--- src/rtl/xor_cipher_if.sv ---
// Streaming word bus for the XOR cipher stage: plaintext/ciphertext and key in,
// transformed word out. No handshake; the producer drives new words every cycle.
interface xor_cipher_if #(
   parameter int WIDTH = 8
);
   logic [WIDTH-1:0] data_in;
   logic [WIDTH-1:0] key;
   logic [WIDTH-1:0] data_out;

   modport master (
      output data_in,
      output key,
      input  data_out
   );

   modport slave (
      input  data_in,
      input  key,
      output data_out
   );
endinterface

--- src/rtl/xor_cipher.sv ---
// Symmetric XOR cipher stage: data_out = data_in ^ key, delayed by LATENCY
// register stages. Encrypts and decrypts with the same key.
module xor_cipher #(
   parameter int WIDTH   = 8,
   parameter int LATENCY = 1
) (
   input  logic         clk,
   input  logic         rst,
   xor_cipher_if.slave  bus
);

   if (WIDTH < 1) begin : g_bad_width
      $error("xor_cipher: WIDTH must be at least 1");
   end

   if (LATENCY < 1 || LATENCY > 4) begin : g_bad_latency
      $error("xor_cipher: LATENCY must be in the range 1..4");
   end

   logic [WIDTH-1:0] result;
   logic [WIDTH-1:0] stage_reg [LATENCY];

   genvar gi;
   for (gi = 0; gi < WIDTH; gi++) begin : g_bit
      assign result[gi] = bus.data_in[gi] ^ bus.key[gi];
   end

   // Stage 0 captures the fresh XOR; later stages only shift, so after reset
   // release the first LATENCY-1 outputs are the zeros flushed through.
   always_ff @(posedge clk or negedge rst) begin
      if (!rst) begin
         for (int i = 0; i < LATENCY; i++) begin
            stage_reg[i] <= '0;
         end
      end else begin
         stage_reg[0] <= result;
         for (int i = 1; i < LATENCY; i++) begin
            stage_reg[i] <= stage_reg[i-1];
         end
      end
   end

   assign bus.data_out = stage_reg[LATENCY-1];

endmodule

--- src/flat_wrapper.sv ---
// flat-port wrapper written by rule: the top's interface ports become plain ports
module xor_cipher_flat 
#(
   parameter int WIDTH   = 8,
   parameter int LATENCY = 1
)
  (clk, rst, bus_data_in, bus_key, bus_data_out);
  xor_cipher_if #(.WIDTH(WIDTH)) bus_i ();
  input  logic clk;
  input  logic rst;
  input wire logic [$bits(bus_i.data_in)-1:0] bus_data_in;
  input wire logic [$bits(bus_i.key)-1:0] bus_key;
  output wire logic [$bits(bus_i.data_out)-1:0] bus_data_out;
  assign bus_i.data_in = bus_data_in;
  assign bus_i.key = bus_key;
  assign bus_data_out = bus_i.data_out;
  xor_cipher #(.WIDTH(WIDTH), .LATENCY(LATENCY)) u_core (.clk(clk), .rst(rst), .bus(bus_i));
endmodule
--- config.mk ---
export PLATFORM = sky130hd
export DESIGN_NAME = xor_cipher_flat
export DESIGN_NICKNAME = d
export VERILOG_FILES = /design/src/rtl/xor_cipher_if.sv /design/src/rtl/xor_cipher.sv /design/src/flat_wrapper.sv
export SDC_FILE = /design/constraint.sdc
export NUM_CORES = 1
export LEC_CHECK = 0
export ABC_AREA = 1
export BUFFER_PORTS_ARGS = -buffer_cell sky130_fd_sc_hd__buf_2
export CAP_MARGIN = 0
export CORE_AREA = 2 2 39 41
export CTS_BUF_LIST = sky130_fd_sc_hd__clkbuf_8
export DETAILED_ROUTE_END_ITERATION = 8
export DIE_AREA = 0 0 41 43
export PLACE_DENSITY_LB_ADDON = 0.15
export RECOVER_POWER = 50
export SLEW_MARGIN = 25
export SYNTH_ARGS = -nofsm -noshare
export SYNTH_HDL_FRONTEND = slang
export SYNTH_SLANG_ARGS = --single-unit
--- constraint.sdc ---
create_clock -name clk -period 0.8 [get_ports clk]
set_input_delay 0.12 -clock clk [delete_from_list [all_inputs] [get_ports clk]]
set_output_delay 0.12 -clock clk [all_outputs]
set_load 0.01 [all_outputs]
==> results of run 1 <==
-- cell type report --
cell class / count / area, sq um
multi-input cells: 24 / 90.1
clock buffers: 3 / 41.3
well taps: 16 / 20.0
fillers: 155 / 833
inverters: 16 / 60.1
repair buffers: 26 / 139
flip-flops and latches: 8 / 200
-- power groups by stage --
| stage | combinational (W) | clock, W | sequential, W |
|---|---|---|---|
| floorplan | 0.0000417 | 0 | 0.000468 |
| global placement | 0.000146 | 0 | 0.000447 |
| detailed placement | 0.000151 | 0 | 0.000448 |
| CTS | 0.000155 | 0.000502 | 0.000442 |
| global route | 0.000180 | 0.000521 | 0.000447 |
| finish | 0.000154 | 0.000478 | 0.000443 |
-- cell usage in the layout, fill, tap and decap left out, drive strengths merged --
master and instances:
buf 23, clkbuf 5, dfrtp 8, dlygate4sd3 1, inv 16, nand2 24
-- tightest hold or removal path, stage by stage --
cell	delay, ps
buf_2	90
nand2_1	50
nand2_1	40
-- worst paths after layout --
| path | start | to | cells past startpoint |
|---|---|---|---|
| worst min-delay path | bus_data_in[3] | u_core.bus.data_out[3]$_DFF_PN0_ | 3 |
| worst max-delay path | u_core.bus.data_out[4]$_DFF_PN0_ | bus_data_out[4] | 1 |
| max in group asynchronous | rst | u_core.bus.data_out[6]$_DFF_PN0_ | 2 |
| min in group asynchronous | rst | u_core.bus.data_out[2]$_DFF_PN0_ | 2 |
-- timing repair --
action / in CTS / in global routing
endpoints found under the setup margin: 8 / 8
hold endpoints to repair: 8 / 0
resized for setup: 0 / 1
hold buffers: 1 / 0
-- routing by layer --
metal	global-route usage	vias up	wire length, microns
met5	0	-	0
met4	0.140	0	19
met3	0.0314	2	42
met2	0.131	14	329
met1	0.0912	139	254
li1	-	186	-
-- cells by family (layout without fill, tap and decap cells) --
group	after synthesis	after routing
and+or+nand+nor	24	24
buffers and inverters	16	45
DFF	8	8
-- through the flow --
step / power (W) / area (sq um) / TNS, ps
6_report: 0.00108 / 551 / -174
5_1_grt: 0.00115 / 551 / -432
4_1_cts: 0.00110 / 547 / -254
3_5_place_dp: 0.000599 / 495 / 0
3_3_place_gp: 0.000594 / 495 / 0
2_1_floorplan: 0.000510 / 350 / 0
==> results.tsv, run 1 <==
metric	value	unit
antenna violations before repair	0	
Slew Limit Fails	0	
WP data arrival	710	ps
largest family of logic cells by synthesized area	simple AND/OR/NAND/NOR gates	
top-count cell post-synth	nand2_1	
Post-Synth XOR/XNOR Area	0	
CTS Buf Count	3	
H-tree depth	1	
Core Util, Final	0.398	
Req. time, crit path	680	ps
CTS tree	built	
mux cell area share after synthesis	0	
syn nets	66	
Clock Root Buffer	clkbuf_8	
simple-gate area share of the yosys netlist	0.257	
Setup crit end kind	output pin	
postcts setup bufs	0	
adder-cell share of the synthesized area	0	
hold crit path type	in2reg	
pwr/cell area	1950	nW/um^2
dominant synthesized flop cell	dfrtp_1	
kind of critical path	reg2out	
Worst VDD drop	0.518	mV
GPL Wtd Cong	0.484	
critical path buffer and inverter count	1	
minimum clock period	827	ps
final hold slack	105	ps
Cell Rows	14	
top post-synthesis cells by count	24 x nand2_1, 16 x inv_1, 8 x dfrtp_1	
Seq/Total Area, Yosys	0.571	
total die area	1760	sq um
Top delay family on crit path	flip-flops	
Iteration-0 DRC Markers	1	
Total GRT Usage	0.0978	
Die X	41	microns
Nets	97	
cell taking the most area after synthesis	dfrtp_1	
CTS Sinks	8	
WL final	646	microns
P_int	0.000839	W
max reg flops	8	
number of vias per cell	3.67	
Net Switching	0.000237	W
Max Freq	1.21	GHz
Post-Syn Area	350	sq um
Sw Share	0.220	
fin crit share	1.03	
Synth Area in Compound Gates	0	
Final Non-Filler Cells	93	
CP max stage cell	dfrtp_1	
layout cell share with drive strength beyond 1	0.338	
relative slew slack	0.880	
EDFF count, synth	0	
input/output buffers	25	
area grow syn2layout	57.1	%
startpoint types	flop	
RSZ-0062 raised after global routing	yes	
Ant. Diodes	0	
# IOs	26	
Final ANT Viol Nets	0	
Die Height	43	microns
Placed Instances	89	
Leak	0.374	nW
final worst setup slack	-27.2	ps
Reg clk slew, reported paths	40	ps
final setup vio count	8	
Final Hold Vio Count	0	
detailed placement HPWL	519	microns
first-pass GRT wire length	1020	microns
Flop pwr share	0.412	
via count	341	
top cells by area, synth	dfrtp_1 57%, nand2_1 26%, inv_1 17%	
CORE AREA	1380	sq um
WL/cell	6.95	microns
post-synthesis register bit count	8	
count of different cell masters after synthesis	3	
Starting Density	0.253	
Max FO, Critical Path	1	
Synth top area share	0.571	
max_cap viols	0	
max incr delay on CP	350	ps
failing checks	setup timing	
length of the first detailed-routing pass in iterations	2	
grt ovf	0	
worst slack at placement	209	ps
clock power share	0.444	
CP Cell Sequence	buf_2	
vias in the first global route	302	
asr flop ratio synth	1.00	
DRC	0	
Ys Warns	0	
Worst-Margin Slew	181	ps
outcome	complete, but fails checks	
CTS Buffer Depth	2	
mean post-synth cell area	7.30	sq um
Post-Syn Instances	48	
largest net degree at the start of global routing	9	
Combinational Power Share	0.144	
No activity file was read; power rests on OpenSTA's default activity.
==> run 2: changes to the inputs <==
- GPL_ROUTABILITY_DRIVEN: default -> 0
- GPL_TIMING_DRIVEN: default -> 0
- SETUP_SLACK_MARGIN: default -> 0.02
==> results.tsv, run 2 (synthesis results as in run 1) <==
metric	value	unit	change
failing checks	setup timing		unchanged
Total GRT Usage	0.110		was 0.0978
Worst Hold End	u_core.bus.data_out[6]$_DFF_PN0_		was u_core.bus.data_out[3]$_DFF_PN0_
CP Cell Sequence	buf_2		unchanged
clock power share	0.448		was 0.444
first-pass GRT wire length	1160	microns	was 1020 microns
Final ANT Viol Nets	0		unchanged
detailed placement HPWL	515	microns	was 519 microns
Iteration-0 DRC Markers	0		was 1
Worst-Margin Slew	186	ps	was 181 ps
most frequent cells in the layout	24 x nand2_1, 17 x buf_2, 16 x inv_1, 8 x dfrtp_1, 7 x clkbuf_1		was 24 x nand2_1, 22 x buf_2, 16 x inv_1, 8 x dfrtp_1, 3 x clkbuf_8
area grow syn2layout	55.4	%	was 57.1%
Req. time, crit path	680	ps	about the same
Flop pwr share	0.411		was 0.412
Die Height	43	microns	unchanged
hold path startpoint	bus_data_in[6]		was bus_data_in[3]
Die X	41	microns	unchanged
Top delay family on crit path	flip-flops		unchanged
Cell Rows	14		unchanged
Max FO, Critical Path	1		unchanged
WL final	648	microns	was 646 microns
Reg clk slew, reported paths	40	ps	about the same
startpoint types	flop		unchanged
Worst Hold Path Cells	3		unchanged
final setup vio count	8		unchanged
CTS tree	built		unchanged
Fillers	160		was 155
total die area	1760	sq um	unchanged
P_int	0.000836	W	was 0.000839 W
WP data arrival	710	ps	about the same
H-tree depth	1		unchanged
CORE AREA	1380	sq um	unchanged
Setup crit end kind	output pin		unchanged
Final Non-Filler Cells	93		unchanged
Net Switching	0.000242	W	was 0.000237 W
max incr delay on CP	350	ps	about the same
CP max stage cell	dfrtp_1		unchanged
max_cap viols	0		unchanged
Max Freq	1.21	GHz	about the same
vias in the first global route	324		was 302
Combinational Power Share	0.140		was 0.144
hold crit path type	in2reg		unchanged
RSZ-0062 raised after global routing	yes		unchanged
number of vias per cell	3.69		was 3.67
layout cell share with drive strength beyond 1	0.273		was 0.338
outcome	complete, but fails checks		unchanged
DRC	0		unchanged
total power	0.00108	W	about the same
minimum clock period	829	ps	was 827 ps
fin crit share	1.04		was 1.03
CTS Buffer Depth	2		unchanged
pwr/cell area	1980	nW/um^2	was 1950 nW/um^2
Placed Instances	89		unchanged
CTS Sinks	8		unchanged
Slew Limit Fails	0		unchanged
dpl cell area	495	sq um	unchanged
Final Hold Vio Count	0		unchanged
postcts setup bufs	0		unchanged
largest net degree at the start of global routing	9		unchanged
WL/cell	6.97	microns	was 6.95 microns
length of the first detailed-routing pass in iterations	1		was 2
CTS Buf Count	3		unchanged
Worst VDD drop	0.550	mV	was 0.518 mV
Nets	97		unchanged
kind of critical path	reg2out		unchanged
grt ovf	0		unchanged
Ant. Diodes	0		unchanged
max reg flops	8		unchanged
# IOs	26		unchanged
final worst setup slack	-29.4	ps	was -27.2 ps
Final Cell Area	544	sq um	was 551 sq um
Clock Root Buffer	clkbuf_8		unchanged
relative slew slack	0.876		was 0.880
antenna violations before repair	0		unchanged
Sw Share	0.225		was 0.220
input/output buffers	25		unchanged
critical path buffer and inverter count	1		unchanged
Leak	0.360	nW	was 0.374 nW
via count	343		was 341
commonest non-fill, non-tap cell in the layout	nand2_1		unchanged
Starting Density	0.253		unchanged
setup_tns	-184	ps	was -174 ps
[run 2: worst max-delay path by stage]
stage | slack (ps) | start | depth (start not counted) | to
after detailed placement | 210 | u_core.bus.data_out[4]$_DFF_PN0_ | 1 | bus_data_out[4]
after global routing | -70 | u_core.bus.data_out[0]$_DFF_PN0_ | 1 | bus_data_out[0]
after floorplan | 300 | u_core.bus.data_out[0]$_DFF_PN0_ | 0 | bus_data_out[0]
after global placement | 210 | u_core.bus.data_out[1]$_DFF_PN0_ | 1 | bus_data_out[1]
final | -30 | u_core.bus.data_out[4]$_DFF_PN0_ | 1 | bus_data_out[4]
after CTS | -40 | u_core.bus.data_out[4]$_DFF_PN0_ | 1 | bus_data_out[4]
[run 2: layout make-up]
class                   instances  area (sq um)  share of cell area
repair buffers                 26           133               0.244
flip-flops and latches          8           200               0.368
inverters                      16          60.1               0.110
well taps                      16          20.0              0.0368
multi-input cells              24          90.1               0.166
clock buffers                   3          41.3              0.0759
[run 2: per-stage QoR]
step / utilization / hold slack, ps / setup WS [ps]
finish: 0.393 / 104 / -29.4
global route: 0.393 / 118 / -67.9
CTS: 0.395 / 95.9 / -40.7
detailed placement: 0.358 / -22.7 / 209
global placement: 0.358 / -25.4 / 214
floorplan: - / -176 / 304
[run 2: per-layer routing]
metal / share of wire / track usage
met1: 0.37 / 0.0977
met2: 0.52 / 0.153
met3: 0.082 / 0.0471
met4: 0.029 / 0.140
met5: 0 / 0
[run 2: power groups by stage]
stage,combinational (W),sequential (W),clock [W]
floorplan,0.0000417,0.000468,0
global placement,0.000146,0.000448,0
detailed placement,0.000151,0.000448,0
CTS,0.000155,0.000442,0.000507
global route,0.000180,0.000448,0.000526
finish,0.000151,0.000443,0.000483
[run 2: timing repair]
action / 4_1_cts / 5_1_grt
endpoints found under the hold margin: 8 / 0
setup endpoints to repair: 8 / 8
gates resized for setup: 0 / 1
hold buffers: 1 / 0
